==> src/rtl/poly_horner_eval.sv <==
// rtl/poly_horner_eval.sv - Horner-rule polynomial evaluator with one shared multiply/add unit.
// Holds the coefficient file, x and the accumulator, and sequences MUL/ADD steps from an FSM.
module poly_horner_eval #(
  parameter int WIDTH  = 16,
  parameter int DEGREE = 2,
  parameter int SIGNED = 0,
  parameter int AW     = (DEGREE > 0) ? $clog2(DEGREE + 1) : 1
) (
  input  logic             clk,
  input  logic             RST,
  input  logic             coef_we,
  input  logic [AW-1:0]    coef_addr,
  input  logic [WIDTH-1:0] coef_data,
  input  logic [WIDTH-1:0] x,
  input  logic             start,
  output logic             busy,
  output logic             done,
  output logic [WIDTH-1:0] result,
  output logic             overflow
);

  localparam int DEPTH = 1 << AW;
  localparam logic [AW-1:0] TOP_ADDR  = AW'(DEGREE);
  localparam logic [AW-1:0] START_IDX = (DEGREE > 0) ? AW'(DEGREE - 1) : '0;
  localparam logic [AW:0]   MAX_ADDR  = (AW + 1)'(DEGREE);

  typedef enum logic [1:0] {
    S_IDLE,
    S_MUL,
    S_ADD,
    S_DONE
  } state_t;

  state_t state, state_nx;

  logic [WIDTH-1:0] coef [DEPTH];
  // Snapshot taken at start so a same-cycle coefficient write cannot leak into the run.
  logic [WIDTH-1:0] work [DEPTH];
  logic [WIDTH-1:0] acc;
  logic [WIDTH-1:0] xr;
  logic [AW-1:0]    idx;
  logic [WIDTH-1:0] result_r;
  logic             ovf_r;

  logic [2*WIDTH-1:0] acc_ext, xr_ext, prod;
  logic [WIDTH-1:0]   addend;
  logic [WIDTH:0]     sum;
  logic               mul_ovf, add_ovf;
  logic               addr_ok;

  assign addr_ok = ({1'b0, coef_addr} <= MAX_ADDR);

  // Extending both operands to 2*WIDTH makes one unsigned multiply serve both signednesses.
  assign acc_ext = (SIGNED != 0) ? {{WIDTH{acc[WIDTH-1]}}, acc} : {{WIDTH{1'b0}}, acc};
  assign xr_ext  = (SIGNED != 0) ? {{WIDTH{xr[WIDTH-1]}}, xr} : {{WIDTH{1'b0}}, xr};
  assign prod    = acc_ext * xr_ext;
  assign mul_ovf = (SIGNED != 0) ? (prod[2*WIDTH-1:WIDTH] != {WIDTH{prod[WIDTH-1]}})
                                 : (|prod[2*WIDTH-1:WIDTH]);

  assign addend  = work[idx];
  assign sum     = {1'b0, acc} + {1'b0, addend};
  assign add_ovf = (SIGNED != 0) ? ((acc[WIDTH-1] == addend[WIDTH-1]) && (sum[WIDTH-1] != acc[WIDTH-1]))
                                 : sum[WIDTH];

  always_ff @(posedge clk) begin
    if (RST) begin
      state <= S_IDLE;
    end else begin
      state <= state_nx;
    end
  end

  always_comb begin
    state_nx = state;
    busy     = 1'b1;
    done     = 1'b0;
    case (state)
      S_IDLE: begin
        busy = 1'b0;
        if (start) state_nx = (DEGREE == 0) ? S_DONE : S_MUL;
      end
      S_MUL:  state_nx = S_ADD;
      S_ADD:  state_nx = (idx == '0) ? S_DONE : S_MUL;
      S_DONE: begin
        done     = 1'b1;
        state_nx = S_IDLE;
      end
      default: state_nx = S_IDLE;
    endcase
  end

  always_ff @(posedge clk) begin
    if (RST) begin
      acc      <= '0;
      xr       <= '0;
      idx      <= '0;
      result_r <= '0;
      ovf_r    <= 1'b0;
      for (int i = 0; i < DEPTH; i++) begin
        coef[i] <= '0;
        work[i] <= '0;
      end
    end else begin
      if (state == S_IDLE && coef_we && addr_ok) coef[coef_addr] <= coef_data;
      case (state)
        S_IDLE: begin
          if (start) begin
            xr    <= x;
            acc   <= coef[TOP_ADDR];
            idx   <= START_IDX;
            ovf_r <= 1'b0;
            for (int i = 0; i < DEPTH; i++) work[i] <= coef[i];
            if (DEGREE == 0) result_r <= coef[0];
          end
        end
        S_MUL: begin
          acc <= prod[WIDTH-1:0];
          if (mul_ovf) ovf_r <= 1'b1;
        end
        S_ADD: begin
          acc <= sum[WIDTH-1:0];
          if (add_ovf) ovf_r <= 1'b1;
          if (idx == '0) result_r <= sum[WIDTH-1:0];
          else           idx      <= idx - AW'(1);
        end
        default: ;
      endcase
    end
  end

  assign result   = result_r;
  assign overflow = ovf_r;

endmodule
==> config.mk <==
export PLATFORM = sky130hd
export DESIGN_NAME = poly_horner_eval
export DESIGN_NICKNAME = d
export VERILOG_FILES = /design/src/rtl/poly_horner_eval.sv
export SDC_FILE = /design/constraint.sdc
export NUM_CORES = 1
export LEC_CHECK = 0
export ABC_CLOCK_PERIOD_IN_PS = 8700
export BUFFER_PORTS_ARGS = -buffer_cell sky130_fd_sc_hd__buf_2
export CAP_MARGIN = 20
export CORE_MARGIN = 3
export CORE_UTILIZATION = 31
export CTS_BUF_LIST = sky130_fd_sc_hd__clkbuf_8
export CTS_CLUSTER_DIAMETER = 30
export CTS_CLUSTER_SIZE = 40
export DETAILED_ROUTE_END_ITERATION = 7
export PLACE_DENSITY = 0.57
export SYNTH_ARGS = -nofsm -noshare
export SYNTH_HDL_FRONTEND = slang
export SYNTH_SLANG_ARGS = --single-unit
==> constraint.sdc <==
create_clock -name clk -period 8.7 [get_ports clk]
set_clock_uncertainty 0.1 [all_clocks]
set_input_delay 0.87 -clock clk [delete_from_list [all_inputs] [get_ports clk]]
set_output_delay 0.87 -clock clk [all_outputs]
set_load 0.01 [all_outputs]
# Word level (Yosys, flattened, before mapping)
# Memories as Yosys holds them, arrays and structs flattened. A register that Yosys moved wholly into a read port is not among the register bits.
# Index checks and enable logic that the tools add are counted.
[op_classes]
n_lt_le_gt_ge = 1
bitwise_logic = 4
n_mux = 31
add_sub_neg = 2
reduce_logical = 13
n_eq_ne = 7
n_mul = 1
[ops]
columns = ["op", "n"]
rows = [
  ["$mux W16", 6],
  ["$pmux W16 S3", 1],
  ["$mul A16 B16 Y32", 1],
  ["$reduce_or A16 Y1", 2],
  ["$add A16 B16 Y17", 1],
  ["$mux W1", 15],
  ["$mux W2", 6],
  ["$ne A2 B2 Y1 const B", 4],
  ["$pmux W2 S4", 1],
  ["$reduce_and A2 Y1", 3],
  ["$eq A2 B2 Y1 const B", 2],
  ["$logic_not A2 Y1", 2],
  ["$or A1 B1 Y1", 4],
  ["$pmux W2 S2", 1],
  ["$reduce_and A4 Y1", 1],
  ["$pmux W1 S3", 1],
  ["$reduce_and A3 Y1", 1],
  ["$reduce_bool A3 Y1", 1],
  ["$eq A2 B1 Y1 const B", 1],
  ["$le A2 B2 Y1 const B", 1],
  ["$logic_and A1 B1 Y1", 2],
  ["$reduce_bool A2 Y1", 1],
  ["$sub A2 B1 Y2 const B", 1],
]
[word_totals]
register_bits = 53
output_inout_bits = 19
ramBits = 128
input_bits = 38
memories = 2
[mem_list]
columns = ["name", "depth", "width", "rd", "rd_ports_with_merged_regs", "wr", "line_no", "source"]
rows = [
  ["coef", 4, 16, 4, 0, 4, "36", "logic [WIDTH-1:0] coef [DEPTH];"],
  ["work", 4, 16, 1, 1, 4, "38", "logic [WIDTH-1:0] work [DEPTH];"],
]

# Logic depth before layout (Yosys ltp)
# Gate-level depths: netlist of run 1.
[logic_depth]
depth_word = 8
ltp_mapped = 26

# Least setup slack after synthesis of run 1
# Ideal clock, no wire load.
[synth_timing]
kind = "register -> register"
start = "register acc[6]"
end = "register ovf_r, in the netlist overflow"
stages_incl_launch_ff = 22
setup_ns = 0.123
arrival_time_ns = 6.185
setup_slack_ns = 2.293
path_cell_list = "dfxtp_1 -> clkbuf_1 -> clkbuf_1 -> nand2_1 -> fa_1 -> fa_1 -> fa_1 -> fa_1 -> fa_1 -> fa_1 -> inv_1 -> ha_1 -> a211o_1 -> a2111oi_2 -> o22ai_1 -> o211ai_2 -> mux2_1 -> nor4_1 -> nand3_1 -> o41ai_1 -> a31oi_1 -> mux2i_1"
[synth_between]
elab_chain_cells = 4
[synth_lines]
columns = ["item", "line_no", "source"]
rows = [
  ["from (decl)", "39", "logic [WIDTH-1:0] acc;"],
  ["from (signal assigned)", "109", "acc <= coef[TOP_ADDR];"],
  ["from (signal assigned)", "117", "acc <= prod[WIDTH-1:0];"],
  ["from (signal assigned)", "121", "acc <= sum[WIDTH-1:0];"],
  ["$mul A16 B16 Y32", "56", "assign prod = acc_ext * xr_ext;"],
  ["$reduce_or A16 Y1", "58", ": (|prod[2*WIDTH-1:WIDTH]);"],
  ["$ne A2 B2 Y1 (no source line)", "n/a", ""],
  ["$reduce_and A4 Y1 (no source line) *", "n/a", ""],
  ["to (signal assigned)", "98", "ovf_r <= 1'b0;"],
  ["to (signal assigned)", "111", "ovf_r <= 1'b0;"],
  ["to (signal assigned)", "118", "if (mul_ovf) ovf_r <= 1'b1;"],
  ["to (decl)", "43", "logic ovf_r;"],
]
# Mark *: on every way between the ends. The rest lies on a longest branch, timed or not.
# A chain may end at the register's enable or synchronous reset.

# Worst setup path in the final report of run 1
[layout_timing]
start = "register acc[12]"
end = "register ovf_r, in the netlist overflow"
# Same word-level chain as after synthesis.

==> flow_metrics.tcl, run 1 <==
set metrics [dict create \
    run_status "completed" \
    tritoncts_clock_tree "done" \
    pwr-share-comb_pct 36.4 \
    numCtsBuffers 17 \
    post_cts_setup_buffer_count 0 \
    maxSlewHeadroom_pct 28.65 \
    cts.clk_slew.worst_paths_ns 0.12 \
    final_antenna_net_count 0 \
    clock_sinks 183 \
    die_height_um 238.2 \
    initial_utilization_pct 31.54 \
    start_kind "flip-flop" \
    multiInputGateArea_um2 10620 \
    fin_crit_ns 7.555 \
    finalHoldViolations 0 \
    detail_route.iter0.violations 737 \
    cp_num_buf_inv 3 \
    post_synthesis_cell_type_count 69 \
    average_wire_length_per_cell_after_detail_routing_um 17.67 \
    num_io_pins 57 \
    commonest_cells_after_routing_fill_and_taps_aside "224 x sky130_fd_sc_hd__inv_1, 198 x sky130_fd_sc_hd__nand2_1, 195 x sky130_fd_sc_hd__fa_1" \
    fmax_mhz 132.4 \
    drtPass1Iterations 5 \
    power-per-cell-area_nw_per_um2 155.9 \
    max-clock-path-buffers 2 \
    netlist_area_um2 16710 \
    first_global_vias 12370 \
    clk_root_buffer_cell "sky130_fd_sc_hd__clkbuf_8" \
    postSynth.topFlopCell "sky130_fd_sc_hd__edfxtp_1" \
    synth.yosys.warnings 0 \
    finalWirelength_mm 41.64 \
    first_pass_grt_wire_length_mm 68.41 \
    asyncSetResetFlopFracSynth_pct 0 \
    place.gp.congestion 0.8531 \
    mapped_avg_cell_area_um2 10.11 \
    critical-path-slowest-cell "sky130_fd_sc_hd__dfxtp_1" \
    layout_setup_ws_ns 1.145 \
    crit_path_end_kind "flip-flop" \
    post_dp_cell_area_um2 17640 \
    grt_overflow 0 \
    path_cells "nand2_1 -> fa_1 -> fa_1 -> inv_1 -> fa_1 -> fa_1 -> fa_1 -> inv_1 -> fa_1 -> inv_1 -> ha_1 -> and3_1 -> nand4_1 -> a211oi_1 -> o211ai_2 -> mux2_1 -> nor4_1 -> nand3_1 -> o41ai_1 -> a31oi_1 -> mux2i_1" \
    initial_antenna_violation_count 0 \
    setup_tns_ns 0 \
    cp_top_family "adder cells" \
    cts_resized 0 \
    final_net_count 2014 \
    area_growth_pct 8.013 \
    netlist_instances 1652 \
    hpwl_after_detailed_placement_mm 31.52 \
    drt-vias-per-instance 4.939 \
    global_route.usage.total_pct 15.37 \
    sequential_cell_area_um2 4945 \
    rows 84 \
    core_area_um2 52970 \
    design.die.area_um2 56720 \
    timing_worst_setup_path_type "reg -> reg" \
    synth_seq_area_share_pct 29.59 \
    grt_start_max_net_pins 69 \
    cellInternalPower_uw 1658 \
    h-tree-depth 4 \
    p_clk_share_pct 21.5 \
    crit_path_frequent_cell "sky130_fd_sc_hd__fa_1" \
    pre_cts_ws_ns 1.266 \
    fillCellCount 5441 \
    clkLatencyLatePin_ns 0.54 \
    worst_hold_path_type "reg -> reg" \
    timing.final.crit_share_pct 86.84 \
    postCtsHoldBufs 0 \
    postLayoutCellArea_um2 18050 \
    mappedNetlistNets 2011 \
    flop_and_latch_count_out_of_synthesis 183 \
    io_buffer_count 56 \
    sw_frac_of_total_pct 41.06 \
    unrepaired_setup_endpoints_after_global_routing "false" \
    peakVddDrop_uv 142.3 \
    cp_slowest_stage_delay_ns 0.87 \
    synth_edf_count 128 \
    antenna_cells 0 \
    required_time_at_the_worst_slack_endpoint_ns 9.02 \
    cap_viol_max_count 0 \
    report.final.slew_viol_count 0 \
    drcViolationCount 0 \
    drive_above_1_share_pct 8.153 \
    leakage_uw 0.007682 \
    dr_total_vias 11640 \
    die-width_um 238.2 \
    critical_path_arrival_ns 7.88 \
    path_max_fanout 18 \
    power_switching_uw 1155 \
    final-setup-viol-count 0 \
    worst_pin_slew_ns 1.070 \
    power.share.sequential_pct 42.1 \
    mostFrequentLayoutCell "sky130_fd_sc_hd__inv_1" \
]
## power by group through the flow
stage,logic (µW),clock network (µW),registers [µW]
after floorplan,798,0,1080
after global placement,1020,0,1200
after detailed placement,1020,0,1210
after CTS,1030,630,1190
after global routing,1160,661,1200
final,1020,605,1180
## worst reg2reg max path, cell delays in order (launching register included)
cell and delay, ns:
sky130_fd_sc_hd__dfxtp_1 0.87, sky130_fd_sc_hd__nand2_1 0.19, sky130_fd_sc_hd__fa_1 0.57, sky130_fd_sc_hd__fa_1 0.54
sky130_fd_sc_hd__inv_1 0.05, sky130_fd_sc_hd__fa_1 0.48, sky130_fd_sc_hd__fa_1 0.55, sky130_fd_sc_hd__fa_1 0.52
sky130_fd_sc_hd__inv_1 0.06, sky130_fd_sc_hd__fa_1 0.50, sky130_fd_sc_hd__inv_1 0.05, sky130_fd_sc_hd__ha_1 0.39
sky130_fd_sc_hd__and3_1 0.28, sky130_fd_sc_hd__nand4_1 0.17, sky130_fd_sc_hd__a211oi_1 0.59, sky130_fd_sc_hd__o211ai_2 0.24
sky130_fd_sc_hd__mux2_1 0.39, sky130_fd_sc_hd__nor4_1 0.24, sky130_fd_sc_hd__nand3_1 0.13, sky130_fd_sc_hd__o41ai_1 0.29
sky130_fd_sc_hd__a31oi_1 0.09, sky130_fd_sc_hd__mux2i_1 0.17
## registers in the layout, summed over array words and instances, names as in the netlist, named ones only
signal / count
work: 64
overflow: 1
acc: 16
coef: 64
xr: 16
state: 2
idx: 2
result: 16
## final cells by class
cell class	count	area share (%)
Tap cell	688	4.770
Timing Repair Buffer	68	2.094
Inverter	224	4.659
Sequential cell	183	27.40
Clock buffer	17	1.296
Multi-Input combinational cell	1161	58.83
Clock inverter	15	0.9567
## kinds of logic after synthesis
logic type,after synthesis,synth area share (%)
flops,183,29.59
simple gates,575,17.69
mux,21,2.471
compound gates,211,8.709
xor+xnor,33,1.775
buf+inv,308,6.957
fa+ha+maj,321,32.80
## through the flow
stage	hold slack (ns)	instances	util, %	power (µW)
floorplan	0.3805	1652	-	1883
global placement	0.3512	2323	33.27	2215
detailed placement	0.3559	2324	33.30	2222
CTS	0.3724	2356	34.07	2848
global route	0.3907	2356	34.07	3025
finish	0.3648	2356	34.07	2813
## per-layer routing
layer | share of wire [%] | track usage, % | vias to the layer above
met4 | 1.3 | 3.592 | 0
li1 | - | - | 5448
met5 | 0 | 0 | -
met1 | 47 | 20.93 | 5876
met3 | 5.0 | 3.005 | 39
met2 | 47 | 25.40 | 273
## cells in the mapped netlist (5+ instances only)
master / instances / area share, %
sky130_fd_sc_hd__a211oi_1: 17 / 0.76
sky130_fd_sc_hd__nor4_1: 7 / 0.26
sky130_fd_sc_hd__fa_1: 195 / 23
sky130_fd_sc_hd__a22oi_1: 8 / 0.36
sky130_fd_sc_hd__o21ai_1: 5 / 0.15
sky130_fd_sc_hd__o211ai_1: 6 / 0.27
sky130_fd_sc_hd__inv_1: 224 / 5.0
sky130_fd_sc_hd__clkbuf_1: 80 / 1.8
sky130_fd_sc_hd__o21bai_1: 5 / 0.22
sky130_fd_sc_hd__a221oi_1: 6 / 0.31
sky130_fd_sc_hd__nor2b_1: 8 / 0.30
sky130_fd_sc_hd__ha_1: 126 / 9.4
sky130_fd_sc_hd__a31oi_1: 5 / 0.19
sky130_fd_sc_hd__nand4_1: 7 / 0.26
sky130_fd_sc_hd__o21a_1: 7 / 0.31
sky130_fd_sc_hd__nand2b_1: 7 / 0.26
sky130_fd_sc_hd__mux4_2: 16 / 2.2
sky130_fd_sc_hd__nor3_1: 8 / 0.24
sky130_fd_sc_hd__nor2_1: 54 / 1.2
sky130_fd_sc_hd__nand3_1: 9 / 0.27
sky130_fd_sc_hd__and3_1: 69 / 2.6
sky130_fd_sc_hd__xnor2_1: 27 / 1.4
sky130_fd_sc_hd__a21oi_1: 60 / 1.8
sky130_fd_sc_hd__nand2_1: 198 / 4.4
sky130_fd_sc_hd__dfxtp_1: 55 / 6.6
sky130_fd_sc_hd__edfxtp_1: 128 / 23
sky130_fd_sc_hd__a22o_1: 16 / 0.84
sky130_fd_sc_hd__o21ai_0: 24 / 0.72
sky130_fd_sc_hd__xor2_1: 5 / 0.26
sky130_fd_sc_hd__a21o_1: 14 / 0.63
sky130_fd_sc_hd__and2_1: 193 / 7.2
## path summary, 6_finish.rpt
path,startpoint,to,slack [ns],depth (start not counted)
worst max-delay path,acc[12]$_SDFFE_PP0P_,overflow$_SDFFE_PP0P_,1.14,21
worst min-delay path,result[11]$_SDFFE_PP0P_,result[11]$_SDFFE_PP0P_,0.36,2
worst max register to register,acc[12]$_SDFFE_PP0P_,overflow$_SDFFE_PP0P_,1.14,21
worst min register to register,result[11]$_SDFFE_PP0P_,result[11]$_SDFFE_PP0P_,0.36,2
No activity file was read; power rests on OpenSTA's default activity.
==> run 2: changes to the inputs <==
CTS_BUF_LIST = sky130_fd_sc_hd__clkbuf_2 sky130_fd_sc_hd__clkbuf_4 sky130_fd_sc_hd__clkbuf_8   (was sky130_fd_sc_hd__clkbuf_8)
==> run 2 against run 1 <==
  * Register-to-register slack barely moved
  * Combinational power barely moved
  * Flip-flop and latch count did not move
  * Cell count did not move
  * Core utilization barely moved
  * Wire length barely moved
  * Die area did not move
  * Largest power group unchanged
  * Clock power rose by 0.8%
  * Power rose by 0.15%
  * Setup slack improved by 0.0069 ns
==> flow_metrics.tcl, run 2 (same netlist as run 1, synthesis figures left out) <==
set metrics [dict create \
    run_status "completed" \
    die-width_um 238.2 \
    num_io_pins 57 \
    leakage_uw 0.007681 \
    fillCellCount 5440 \
    mostFrequentLayoutCell "sky130_fd_sc_hd__inv_1" \
    timing.final.crit_share_pct 86.77 \
    commonest_cells_after_routing_fill_and_taps_aside "223 x sky130_fd_sc_hd__inv_1, 198 x sky130_fd_sc_hd__nand2_1, 195 x sky130_fd_sc_hd__fa_1" \
    grt_overflow 0 \
    worst_pin_slew_ns 1.063 \
    dr_total_vias 11650 \
    stdcell_count 2356 \
    cellInternalPower_uw 1662 \
    finalWirelength_mm 41.67 \
    unrepaired_setup_endpoints_after_global_routing "false" \
    first_global_vias 12370 \
    maxSlewHeadroom_pct 29.11 \
    area_growth_pct 8.035 \
    power.share.sequential_pct 42.0 \
    postCtsHoldBufs 0 \
    power_switching_uw 1155 \
    drtPass1Iterations 5 \
    path_max_fanout 18 \
    numCtsBuffers 17 \
    dpl.cell_count 2324 \
    p_clk_share_pct 21.6 \
    layout_setup_ws_ns 1.151 \
    final-setup-viol-count 0 \
    total_power_uw 2817 \
    average_wire_length_per_cell_after_detail_routing_um 17.69 \
    core_area_um2 52970 \
    initial_utilization_pct 31.54 \
    hpwl_after_detailed_placement_mm 31.52 \
    h-tree-depth 4 \
    initial_antenna_violation_count 0 \
    sequential_cell_area_um2 4945 \
    worst_hold_path_type "reg -> reg" \
    cts.clk_slew.worst_paths_ns 0.12 \
    timing.reg2reg.setup_slack_ns 1.15 \
    global_route.usage.total_pct 15.37 \
    required_time_at_the_worst_slack_endpoint_ns 9.02 \
    peakVddDrop_uv 142.9 \
    drt-vias-per-instance 4.946 \
    io_buffer_count 56 \
    place.gp.congestion 0.8531 \
    cap_viol_max_count 0 \
    timing_worst_setup_path_type "reg -> reg" \
    design.die.area_um2 56720 \
    final_antenna_net_count 0 \
    detail_route.iter0.violations 733 \
    pre_cts_ws_ns 1.266 \
    rows 84 \
    report.final.slew_viol_count 0 \
    final_net_count 2014 \
    clk_root_buffer_cell "sky130_fd_sc_hd__clkbuf_8" \
    first_pass_grt_wire_length_mm 68.39 \
    clkLatencyLatePin_ns 0.54 \
    finalHoldViolations 0 \
    drive_above_1_share_pct 8.213 \
    critical_path_arrival_ns 7.87 \
    grt_start_max_net_pins 69 \
    max-clock-path-buffers 2 \
    fmax_mhz 132.5 \
    pwr-share-comb_pct 36.4 \
    drcViolationCount 0 \
    multiInputGateArea_um2 10620 \
    die_height_um 238.2 \
    crit_path_end_kind "flip-flop" \
    start_kind "flip-flop" \
    sw_frac_of_total_pct 41.01 \
    power-per-cell-area_nw_per_um2 156.1 \
    tritoncts_clock_tree "done" \
    post_cts_setup_buffer_count 0 \
    largest_registers "coef (64), work (64)" \
    cts_resized 0 \
    setup_tns_ns 0 \
    clock_sinks 183 \
    fin_crit_ns 7.549 \
    antenna_cells 0 \
]
run 2: layout make-up:
cell class / count / area share (%)
inverter: 224 / 4.658
timing repair buffer: 68 / 2.093
clock buffer: 18 / 1.338
multi-input combinational: 1161 / 58.81
clock inverter: 14 / 0.9357
sequential: 183 / 27.39
tap: 688 / 4.769
run 2: path summary, 6_finish.rpt:
check / to / start / cells after the start
setup / recovery: overflow$_SDFFE_PP0P_ / acc[12]$_SDFFE_PP0P_ / 21
hold / removal: result[8]$_SDFFE_PP0P_ / result[8]$_SDFFE_PP0P_ / 2
hold reg to reg: result[8]$_SDFFE_PP0P_ / result[8]$_SDFFE_PP0P_ / 2
setup reg to reg: overflow$_SDFFE_PP0P_ / acc[12]$_SDFFE_PP0P_ / 21
run 2: per-layer routing:
layer / up-vias / GRT usage [%] / part of all wire (%)
met3: 37 / 3.005 / 5.0
met1: 5882 / 20.91 / 47
met4: 0 / 3.592 / 1.2
met5: - / 0 / 0
li1: 5449 / - / -
met2: 285 / 25.41 / 47
run 2: critical path: stages, from the launching register on:
cell and delay, ns:
sky130_fd_sc_hd__dfxtp_1 0.88, sky130_fd_sc_hd__nand2_1 0.19, sky130_fd_sc_hd__fa_1 0.57, sky130_fd_sc_hd__fa_1 0.54, sky130_fd_sc_hd__inv_1 0.05, sky130_fd_sc_hd__fa_1 0.48
sky130_fd_sc_hd__fa_1 0.55, sky130_fd_sc_hd__fa_1 0.51, sky130_fd_sc_hd__inv_1 0.05, sky130_fd_sc_hd__fa_1 0.50, sky130_fd_sc_hd__inv_1 0.05, sky130_fd_sc_hd__ha_1 0.39
sky130_fd_sc_hd__and3_1 0.28, sky130_fd_sc_hd__nand4_1 0.17, sky130_fd_sc_hd__a211oi_1 0.58, sky130_fd_sc_hd__o211ai_2 0.24, sky130_fd_sc_hd__mux2_1 0.39, sky130_fd_sc_hd__nor4_1 0.24
sky130_fd_sc_hd__nand3_1 0.13, sky130_fd_sc_hd__o41ai_1 0.29, sky130_fd_sc_hd__a31oi_1 0.09, sky130_fd_sc_hd__mux2i_1 0.17
run 2: per-stage QoR:
step,instance area (µm²),util (%),hold slack [ns]
3_5_place_dp,17640,33.30,0.3559
3_3_place_gp,17630,33.27,0.3512
2_1_floorplan,16710,-,0.3805
5_1_grt,18050,34.08,0.3907
6_report,18050,34.08,0.3637
4_1_cts,18050,34.08,0.3724
run 2: power groups by stage:
stage | Clock (µW) | Combinational, µW | Sequential (µW)
floorplan | 0 | 798 | 1080
global placement | 0 | 1020 | 1200
detailed placement | 0 | 1020 | 1210
CTS | 634 | 1030 | 1190
global route | 666 | 1160 | 1200
finish | 610 | 1020 | 1180
==> run 3: changes to the inputs <==
PLACE_DENSITY = not set   (was 0.57)
==> run 3 against run 2 <==
  * Die area unchanged
  * Largest power group unchanged
  * Setup slack improved by 0.23 ns
  * Clock power decreased by 3%
  * First-iteration DRC count increased by 19%
  * Count of clock-buffer cells in the layout decreased by 1
  * Cell area decreased by 0.25%
  * Power decreased by 0.71%
  * Non-clock buffer count decreased by 2
  * Register-to-register slack improved by 0.23 ns
  * Sequential power about the same
  * Worst hold slack got worse by 0.0020 ns
  * Cell count about the same
==> flow_metrics.tcl, run 3 (same netlist as run 1, synthesis figures left out) <==
set metrics [dict create \
    run_status "completed" \
    antenna_cells 0 \
    clock_sinks 183 \
    die-width_um 238.2 \
    cts_resized 0 \
    multiInputGateArea_um2 10620 \
    h-tree-depth 4 \
    largest_registers "coef (64), work (64)" \
    place.gp.congestion 0.8955 \
    unrepaired_setup_endpoints_after_global_routing "false" \
    drt-vias-per-instance 4.960 \
    origin_of_the_critical_flop_to_flop_path "acc[14]$_SDFFE_PP0P_" \
    cp_num_buf_inv 3 \
    hpwl_after_detailed_placement_mm 31.86 \
    grt_overflow 0 \
    drcViolationCount 0 \
    cts.clk_slew.worst_paths_ns 0.11 \
    timing_worst_setup_path_type "reg -> reg" \
    path_cells "nand2_1 -> fa_1 -> fa_1 -> inv_1 -> fa_1 -> inv_1 -> fa_1 -> fa_1 -> fa_1 -> inv_1 -> ha_1 -> and3_1 -> nand4_1 -> a211oi_1 -> o211ai_2 -> o221ai_1 -> xnor2_1 -> nand4_1 -> o41ai_1 -> a31oi_1 -> mux2i_1" \
    fillCellCount 5418 \
    clk_root_buffer_cell "sky130_fd_sc_hd__clkbuf_8" \
    cp_slowest_stage_delay_ns 0.83 \
    global_route.usage.total_pct 15.12 \
    grt_start_max_net_pins 69 \
    crit_path_end_kind "flip-flop" \
    tritoncts_clock_tree "done" \
    die_height_um 238.2 \
    leakage_uw 0.007654 \
    start_kind "flip-flop" \
    average_wire_length_per_cell_after_detail_routing_um 17.67 \
    fin_crit_ns 7.319 \
    rows 84 \
    mostFrequentLayoutCell "sky130_fd_sc_hd__inv_1" \
    commonest_cells_after_routing_fill_and_taps_aside "223 x sky130_fd_sc_hd__inv_1, 198 x sky130_fd_sc_hd__nand2_1, 195 x sky130_fd_sc_hd__fa_1" \
    final_antenna_net_count 0 \
    drive_above_1_share_pct 8.043 \
    worst_hold_path_type "reg -> reg" \
    num_io_pins 57 \
    finalHoldViolations 0 \
    crit_start "acc[14]$_SDFFE_PP0P_" \
    numCtsBuffers 17 \
    cap_viol_max_count 0 \
    final_net_count 2012 \
    detail_route.iter0.violations 872 \
    critical_path_arrival_ns 7.65 \
    initial_utilization_pct 31.54 \
    area_growth_pct 7.765 \
    max-clock-path-buffers 2 \
    finalWirelength_mm 41.60 \
    report.final.slew_viol_count 0 \
    dr_total_vias 11680 \
    initial_antenna_violation_count 0 \
    setup_tns_ns 0 \
    cp_top_family "adder cells" \
    clkLatencyLatePin_ns 0.53 \
    first_global_vias 12220 \
    final-setup-viol-count 0 \
    post_cts_setup_buffer_count 0 \
    sequential_cell_area_um2 4945 \
    power-per-cell-area_nw_per_um2 155.3 \
    crit_path_frequent_cell "sky130_fd_sc_hd__fa_1" \
    peakVddDrop_uv 143.3 \
    first_pass_grt_wire_length_mm 67.49 \
    timing.final.crit_share_pct 84.12 \
    critical-path-slowest-cell "sky130_fd_sc_hd__dfxtp_1" \
    io_buffer_count 56 \
    design.die.area_um2 56720 \
    final_core_utilization_pct 33.99 \
    holdCritStartpoint "result[5]$_SDFFE_PP0P_" \
    postCtsHoldBufs 0 \
    core_area_um2 52970 \
    maxSlewHeadroom_pct 25.91 \
    worst_pin_slew_ns 1.111 \
    fmax_mhz 136.6 \
    drtPass1Iterations 6 \
    required_time_at_the_worst_slack_endpoint_ns 9.03 \
    path_max_fanout 18 \
]
-- run 3: cell types whose count changed in the layout (fill, tap and decap cells not counted), sizes merged --
| cell | change |
|---|---|
| buf | -2 |
| clkinv | +1 |
| clkbuf | -1 |
| inv | -1 |
| clkinvlp | +1 |
-- run 3: power by group --
group,internal (µW),switching (µW)
logic,414,614
clock network,215,375
registers,1020,158
total,1650,1150
-- run 3: through the flow --
step / instance area [µm²] / setup slack (ns) / hold WS, ns / instances / total power [µW]
finish: 18010 / 1.381 / 0.3617 / 2354 / 2797
global route: 18010 / 0.9842 / 0.3839 / 2354 / 2984
CTS: 18010 / 1.389 / 0.3630 / 2354 / 2817
detailed placement: 17620 / 1.435 / 0.3488 / 2322 / 2212
global placement: 17620 / 1.595 / 0.3466 / 2322 / 2203
floorplan: 16710 / 2.293 / 0.3805 / 1652 / 1883
-- run 3: final timing paths --
kind	to	slack (ns)	depth (start not counted)
setup / recovery	overflow$_SDFFE_PP0P_	1.38	21
hold / removal	result[5]$_SDFFE_PP0P_	0.36	2
setup reg to reg	overflow$_SDFFE_PP0P_	1.38	21
hold reg to reg	result[5]$_SDFFE_PP0P_	0.36	2
-- run 3: metal layers --
metal | share of wire [%] | global-route usage [%] | vias up
met5 | 0 | 0 | -
met4 | 2.0 | 4.526 | 0
met3 | 4.3 | 2.231 | 56
met2 | 47 | 24.54 | 296
met1 | 46 | 21.03 | 5879
li1 | - | - | 5446
-- run 3: layout make-up --
type	instances	area share (%)
tap	688	4.781
timing repair buffer	66	1.973
multi-input combinational	1161	58.96
clock inverter	15	0.8547
clock buffer	17	1.299
inverter	224	4.670
sequential	183	27.46
-- run 3: worst register-to-register path, cell delays in order, from the launching register on --
cell                       delay, ns
sky130_fd_sc_hd__dfxtp_1        0.83
sky130_fd_sc_hd__nand2_1        0.20
sky130_fd_sc_hd__fa_1           0.55
sky130_fd_sc_hd__fa_1           0.54
sky130_fd_sc_hd__inv_1          0.05
sky130_fd_sc_hd__fa_1           0.50
sky130_fd_sc_hd__inv_1          0.06
sky130_fd_sc_hd__fa_1           0.55
sky130_fd_sc_hd__fa_1           0.46
sky130_fd_sc_hd__fa_1           0.51
sky130_fd_sc_hd__inv_1          0.04
sky130_fd_sc_hd__ha_1           0.40
sky130_fd_sc_hd__and3_1         0.28
sky130_fd_sc_hd__nand4_1        0.14
sky130_fd_sc_hd__a211oi_1       0.56
sky130_fd_sc_hd__o211ai_2       0.24
sky130_fd_sc_hd__o221ai_1       0.32
sky130_fd_sc_hd__xnor2_1        0.16
sky130_fd_sc_hd__nand4_1        0.11
sky130_fd_sc_hd__o41ai_1        0.35
sky130_fd_sc_hd__a31oi_1        0.10
sky130_fd_sc_hd__mux2i_1        0.17
